[config.mk]
export PLATFORM = sky130hd
export DESIGN_NAME = timing_gen
export DESIGN_NICKNAME = d
export VERILOG_FILES = /design/src/rtl/lvdc_timing_pkg.sv /design/src/rtl/timing_slot_counter.sv /design/src/rtl/timing_gen.sv
export SDC_FILE = /design/constraint.sdc
export NUM_CORES = 1
export LEC_CHECK = 0
export CAP_MARGIN = 20
export CORE_UTILIZATION = 49
export DETAILED_ROUTE_END_ITERATION = 8
export PLACE_DENSITY = 0.77
export REMOVE_ABC_BUFFERS = 1
export SYNTH_ARGS = -nofsm -noshare
export SYNTH_HDL_FRONTEND = slang
export SYNTH_HIERARCHICAL = 1
export SYNTH_SLANG_ARGS = --single-unit
export TNS_END_PERCENT = 100
[constraint.sdc]
create_clock -name SIM_CLK -period 3.1 [get_ports SIM_CLK]
set_clock_uncertainty 0.15 [all_clocks]
set_input_delay 0.62 -clock SIM_CLK [delete_from_list [all_inputs] [get_ports SIM_CLK]]
set_output_delay 0.62 -clock SIM_CLK [all_outputs]
set_load 0.01 [all_outputs]
[src/rtl/lvdc_timing_pkg.sv]
// Shared constants and slot encoding for the LVDA/LVDC master timing chain.
package lvdc_timing_pkg;
    typedef enum logic [1:0] {
        SLOT_W = 2'd0,
        SLOT_X = 2'd1,
        SLOT_Y = 2'd2,
        SLOT_Z = 2'd3
    } slot_e;

    localparam int DEF_SLOT_TICKS  = 4;
    localparam int DEF_PULSE_TICKS = 3;
    localparam int DEF_NUM_BT      = 14;
    localparam int PH_W            = 2;
endpackage

[src/rtl/timing_slot_counter.sv]
// Tick/slot counter: walks W->X->Y->Z, SLOT_TICKS clocks per slot, wrap marks the bit-time end.
module timing_slot_counter
    import lvdc_timing_pkg::*;
#(
    parameter int SLOT_TICKS = DEF_SLOT_TICKS,
    parameter int TICK_W     = $clog2(SLOT_TICKS)
) (
    input  logic              clk,
    input  logic              rst_n,
    input  logic              en,
    output slot_e             slot,
    output logic [TICK_W-1:0] tick,
    output logic              wrap
);
    logic tick_last;

    assign tick_last = (tick == TICK_W'(SLOT_TICKS - 1));
    assign wrap      = en && tick_last && (slot == SLOT_Z);

    always_ff @(posedge clk) begin
        if (!rst_n) begin
            tick <= '0;
            slot <= SLOT_W;
        end else if (en) begin
            if (tick_last) begin
                tick <= '0;
                slot <= slot_e'(2'(slot) + 2'd1);
            end else begin
                tick <= tick + TICK_W'(1);
            end
        end
    end
endmodule

[src/rtl/timing_gen.sv]
// Master timing generator: four non-overlapping DA phases per bit time, BT/PH counters, run/halt/step.
module timing_gen
    import lvdc_timing_pkg::*;
#(
    parameter int SLOT_TICKS  = DEF_SLOT_TICKS,
    parameter int PULSE_TICKS = DEF_PULSE_TICKS,
    parameter int NUM_BT      = DEF_NUM_BT,
    parameter int BT_W        = 4
) (
    input  logic            SIM_CLK,
    input  logic            SIM_RST,
    input  logic            RUN,
    input  logic            STEP,
    output logic            WDA,
    output logic            XDA,
    output logic            YDA,
    output logic            ZDA,
    output logic [BT_W-1:0] BT,
    output logic [PH_W-1:0] PH,
    output logic            BT_END,
    output logic            PH_END,
    output logic            HALTED
);
    localparam int TICK_W = $clog2(SLOT_TICKS);

    if (PULSE_TICKS < 1 || PULSE_TICKS >= SLOT_TICKS) begin : g_bad_pulse
        $error("timing_gen: PULSE_TICKS must be in [1, SLOT_TICKS-1]");
    end
    if ((1 << BT_W) < NUM_BT) begin : g_bad_bt_w
        $error("timing_gen: BT_W too narrow for NUM_BT");
    end

    slot_e             slot;
    logic [TICK_W-1:0] tick;
    logic              bt_wrap;
    logic              running;
    logic              step_pending;
    logic              stop;
    logic [3:0]        da;

    timing_slot_counter #(
        .SLOT_TICKS(SLOT_TICKS),
        .TICK_W    (TICK_W)
    ) u_slot (
        .clk  (SIM_CLK),
        .rst_n(SIM_RST),
        .en   (running),
        .slot (slot),
        .tick (tick),
        .wrap (bt_wrap)
    );

    // A stepped bit time halts exactly like a free run with RUN low.
    assign stop = !RUN || (step_pending && !RUN);

    always_ff @(posedge SIM_CLK) begin
        if (!SIM_RST) begin
            running      <= 1'b0;
            step_pending <= 1'b0;
            BT           <= '0;
            PH           <= '0;
            da           <= '0;
            BT_END       <= 1'b0;
            PH_END       <= 1'b0;
        end else begin
            if (!running) begin
                if (RUN || STEP) begin
                    running      <= 1'b1;
                    step_pending <= STEP && !RUN;
                end
            end else begin
                if (RUN) step_pending <= 1'b0;
                if (bt_wrap) begin
                    if (BT == BT_W'(NUM_BT - 1)) begin
                        BT <= '0;
                        PH <= PH + PH_W'(1);
                    end else begin
                        BT <= BT + BT_W'(1);
                    end
                    if (stop) begin
                        running      <= 1'b0;
                        step_pending <= 1'b0;
                    end
                end
            end
            da     <= (running && tick < TICK_W'(PULSE_TICKS)) ? (4'b0001 << slot) : 4'b0000;
            BT_END <= bt_wrap;
            PH_END <= bt_wrap && (BT == BT_W'(NUM_BT - 1));
        end
    end

    assign {ZDA, YDA, XDA, WDA} = da;
    assign HALTED = !running;
endmodule

Word-level counts from Yosys, hierarchy flattened
Cells that the tools add are included.

operators by class
  $add $sub $neg = 4
  multiply operators = 0
  divide/modulo/power cells = 0
  magnitude comparators = 1
  equal/unequal tests = 3
  shift operators = 1
  multiplexer cells = 11
  bitwise logic cells = 0
  reductions and logical operators = 15

operator list
  kind                                                                count
  1-bit two-way mux                                                   9
  2-bit by 1-bit adder with 2-bit output (second input constant)      3
  1-bit logical AND                                                   6
  2-bit AND reduction                                                 3
  4-bit by 1-bit adder with 4-bit output (second input constant)      1
  2-bit equality test (second input constant)                         2
  4-bit equality test (second input constant)                         1
  4-bit two-way mux                                                   1
  1-bit by 2-bit << shifter with 4-bit output (first input constant)  1
  3-bit AND reduction                                                 1
  1-bit logical NOT                                                   2
  1-bit logical OR                                                    2
  2-bit less-than comparator (second input constant)                  1
  2-bit two-way mux                                                   1
  2-bit nonzero test                                                  1

storage, ports and cells
  register bits = 18
  bits in latches = 0
  memory bits (writable) = 0
  ROM bits = 0
  output and inout bits = 13
  logic and storage cells = 44
  memories = 0

Longest topological paths before layout
  depth after elaboration = 6
  mapped depth = 5
  gate-level depth less buffers = 5

Modules after synthesis
Netlist, hierarchy kept.

modules (own cells, without submodules)
  module               times used  cells each  area an instance (um2)  sequential area each (um2)
  timing_gen           1           52          486.7                   260.2
  timing_slot_counter  1           19          195.2                   80.1

Least setup slack after synthesis
Ideal clock, no wire load.

  path type = flip-flop to flip-flop
  start = register u_slot.tick[0]
  end = register PH[1]
  arrival = 1370 ps
  data required time = 2878 ps
  slack = 1508 ps
  stages on the path, launching flop included = 6
  buffers on the path = 0
  cells stage by stage = dfxtp_1 -> ha_1 -> and3_2 -> nand3_2 -> nor4_2 -> mux2i_1

on the way
  cells in the longest elaborated chain, start to end = 4

RTL lines
  element                          RTL line                   source
  start: declaration               timing_slot_counter.sv:12  output logic [TICK_W-1:0] tick,
  start signal: assignment         timing_slot_counter.sv:29  tick <= tick + TICK_W'(1);
  2-bit equality test              timing_slot_counter.sv:17  assign tick_last = (tick == TICK_W'(SLOT_TICKS - 1));
  1-bit logical AND (2 in series)  timing_slot_counter.sv:18  assign wrap = en && tick_last && (slot == SLOT_Z);
  via bt_wrap                      timing_gen.sv:35           logic bt_wrap;
  3-bit AND reduction (no line)    -
  end signal: assignment           timing_gen.sv:76           PH <= PH + PH_W'(1);
  end: declaration                 timing_gen.sv:19           output logic [PH_W-1:0] PH,

The timed path passes the listed nets, and every way through them passes these cells.
A chain may end at the register's enable or synchronous reset.

Worst setup path in the final report
  start = register BT[1]
  end = output BT[1]

RTL lines
  element                   RTL line          source
  start: declaration        timing_gen.sv:18  output logic [BT_W-1:0] BT,
  start signal: assignment  timing_gen.sv:78  BT <= BT + BT_W'(1);

No word-level cell between the ends.

==> run summary <==
Drt via density: 5.23
ANT nets after route: 0
Power Total: 364 uW
Die span in y: 39.3 um
Initial Util: 52.4%
Aggregate global-route resource usage: 17.4%
Clk slew on worst S/H paths: 0.10 ns
Ys flop type: dfxtp_1
Final Hold Vio Count: 0
Tmin final: 2.16 ns
Final period utilization: 69.6%
Core ar.: 1300 um2
Cts bufs inserted: 3
# setup viols final: 0
Post-synthesis sequential area ratio: 49.9%
Crit path max-delay family: buffers and inverters
Dpl hpwl: 828 um
# diodes: 0
Ys async rst share: 0%
1st-pass router iterations: 4
Yosys reg bits: 17
CTS tree: built
TNS Setup: 0 ns
I/O Pins: 17
Max-cap violations: 0
Final core utilization: 67.8%
Synthesized instance count: 71
Die area: 1540 um2
Number of nets in the layout: 97
Max Slew Vio Count: 0
H-tree levels: 1
DR WL/cell: 11.2 um
Worst skew pair latency: 0.28 ns
Hold buffer count at CTS: 0
Worst Setup Path Type: register to primary output
FF-to-FF setup slack: 1.30 ns
Library cells used by synthesis: 29
Design area: 882 um2
Post-CTS Setup Bufs: 0
Outcome: complete, no violations
Syn_area_per_cell: 9.60 um2
CP Cell Sequence: clkdlybuf4s50_1
Max incr delay on CP: 0.60 ns
DP Area: 856 um2
P&R area growth vs syn: 29.4%
Fillcell total: 120
Post-synth EDFFs: 0
Aggregate global routing overflow: 0
Setup crit end kind: primary output
DR iter-0 viols: 12
P_leak: 0.316 nW
Vias in the first global route: 421
Peak fanout along the critical path: 9
Post-Syn Area: 682 um2
Share of cells above drive strength 1: 10.0%
Rel. slew slack: 67.5%
Critical path data arrival time: 1.39 ns
Drt drc: 0
Post-CTS sizing: 0
Peak supply drop: 0.309 mV
First-pass GRT wire length: 1810 um
Antenna violations before repair: 0
Sum of buffers and inverters on the critical path: 1
Max Buffers Root-to-Sink: 2
Standard-cell rows: 13
Crit path max-delay cell type: clkdlybuf4s50_1
Power Density: 413 nW/um2
Syn. warnings: 6
Die W: 39.3 um
Clock sink count: 17
Tightest Hold Check Type: register to register
Fmax: 0.463 GHz
Hold WS: 0.331 ns
Unrepaired setup endpoints after global routing: false
Total number of vias: 549
Least-Margin Pin Slew: 0.486 ns
Register area: 340 um2
Largest net degree at the start of global routing: 18
Footprint of the multi-input gates: 318 um2
PortBufs: 16
CP required: 2.33 ns
Root buf cell: clkbuf_4
CP startpoint kind: register
WL final: 1180 um
Routability cong.: 0.642
[placed cells by master (no fill, tap or decap)]
master | Yosys | final
a31oi_1 | 1 | 1
nor2_1 | 2 | 2
clkbuf_1 | 0 | 1
nand2b_1 | 1 | 1
a21boi_1 | 1 | 1
nor3b_2 | 1 | 1
o21ai_1 | 2 | 2
o21a_1 | 3 | 3
nand4b_1 | 1 | 1
nor3_1 | 5 | 5
clkdlybuf4s50_1 | 0 | 16
and2_1 | 2 | 2
clkbuf_4 | 0 | 3
o41ai_1 | 1 | 1
nand2_1 | 9 | 9
o21ai_0 | 2 | 2
mux2i_1 | 2 | 2
nor2b_1 | 2 | 2
and3_1 | 1 | 1
o311ai_1 | 1 | 1
nor4_2 | 1 | 1
xnor2_1 | 1 | 1
nand3_2 | 1 | 1
nand3_1 | 2 | 2
inv_1 | 5 | 5
o221a_2 | 1 | 1
ha_1 | 2 | 2
and3_2 | 1 | 1
and2_2 | 1 | 1
nand4_1 | 1 | 1
dfxtp_1 | 17 | 17
[flip-flops by register name, indices dropped and copies added (netlist names)]
signal / cells
BT: 4
da: 4
PH: 2
u_slot/slot: 2
u_slot/tick: 2
BT_END: 1
PH_END: 1
running: 1
[report_power, final]
part | switching (mW) | internal, mW
combinational | 0.00924 | 0.0130
clock | 0.0650 | 0.0499
sequential | 0.00517 | 0.222
total | 0.0794 | 0.285
[worst register-to-register path: cells and delay by family (launching register included)]
family,cells,cell delay [ns]
simple gates,2,0.41
fa+ha+maj,1,0.28
compound gates,2,0.45
flops,1,0.40
[stage by stage]
| stage | setup WS [ns] | std cells |
|---|---|---|
| 6_report | 0.942 | 105 |
| 2_1_floorplan | 1.51 | 70 |
| 3_5_place_dp | 0.944 | 101 |
| 4_1_cts | 0.936 | 105 |
| 5_1_grt | 0.826 | 105 |
| 3_3_place_gp | 1.07 | 101 |
[layout make-up]
cell class                 instances  area share [%]
multi-input combinational         48            36.0
tap                               15            2.13
inverter                           5            2.13
timing repair buffer              16            18.2
clock buffer                       4            2.98
sequential                        17            38.6
[final timing paths]
kind / from / endpoint / depth (start not counted)
setup / recovery: BT[1] / BT[1] / 1
hold / removal: PH[1] / PH[1] / 2
setup reg to reg: u_slot/tick[0] / PH[0] / 5
hold reg to reg: PH[1] / PH[1] / 2
[cells by family (layout without fill, tap and decap cells)]
kind of cell / Yosys count / in the layout / synth area share [%]
and+or+nand+nor: 31 / 31 / 26.2
DFF: 17 / 17 / 49.9
xor gates and xnor gates: 1 / 1 / 1.28
muxes: 2 / 2 / 2.94
buffers and inverters: 6 / 25 / 3.49
adders and majority gates: 2 / 2 / 3.67
AOI/OAI and AO/OA: 12 / 12 / 12.5
[per-layer routing]
metal	global-route usage [%]	up-vias	wire, um
met5	0	-	0
met4	5.17	0	6
met3	5.11	2	55
met2	26.7	14	551
met1	23.3	243	563
li1	-	290	-
[cell usage after synthesis, types with 2 or more instances]
master | count | area [um2]
and2_1 | 2 | 12.5
nand3_1 | 2 | 10.0
o21ai_0 | 2 | 10.0
ha_1 | 2 | 25.0
inv_1 | 5 | 18.8
mux2i_1 | 2 | 20.0
nor3_1 | 5 | 25.0
nor2_1 | 2 | 7.51
nand2_1 | 9 | 33.8
o21ai_1 | 2 | 10.0
o21a_1 | 3 | 22.5
dfxtp_1 | 17 | 340
nor2b_1 | 2 | 12.5
(Power assumes the default switching activity.)
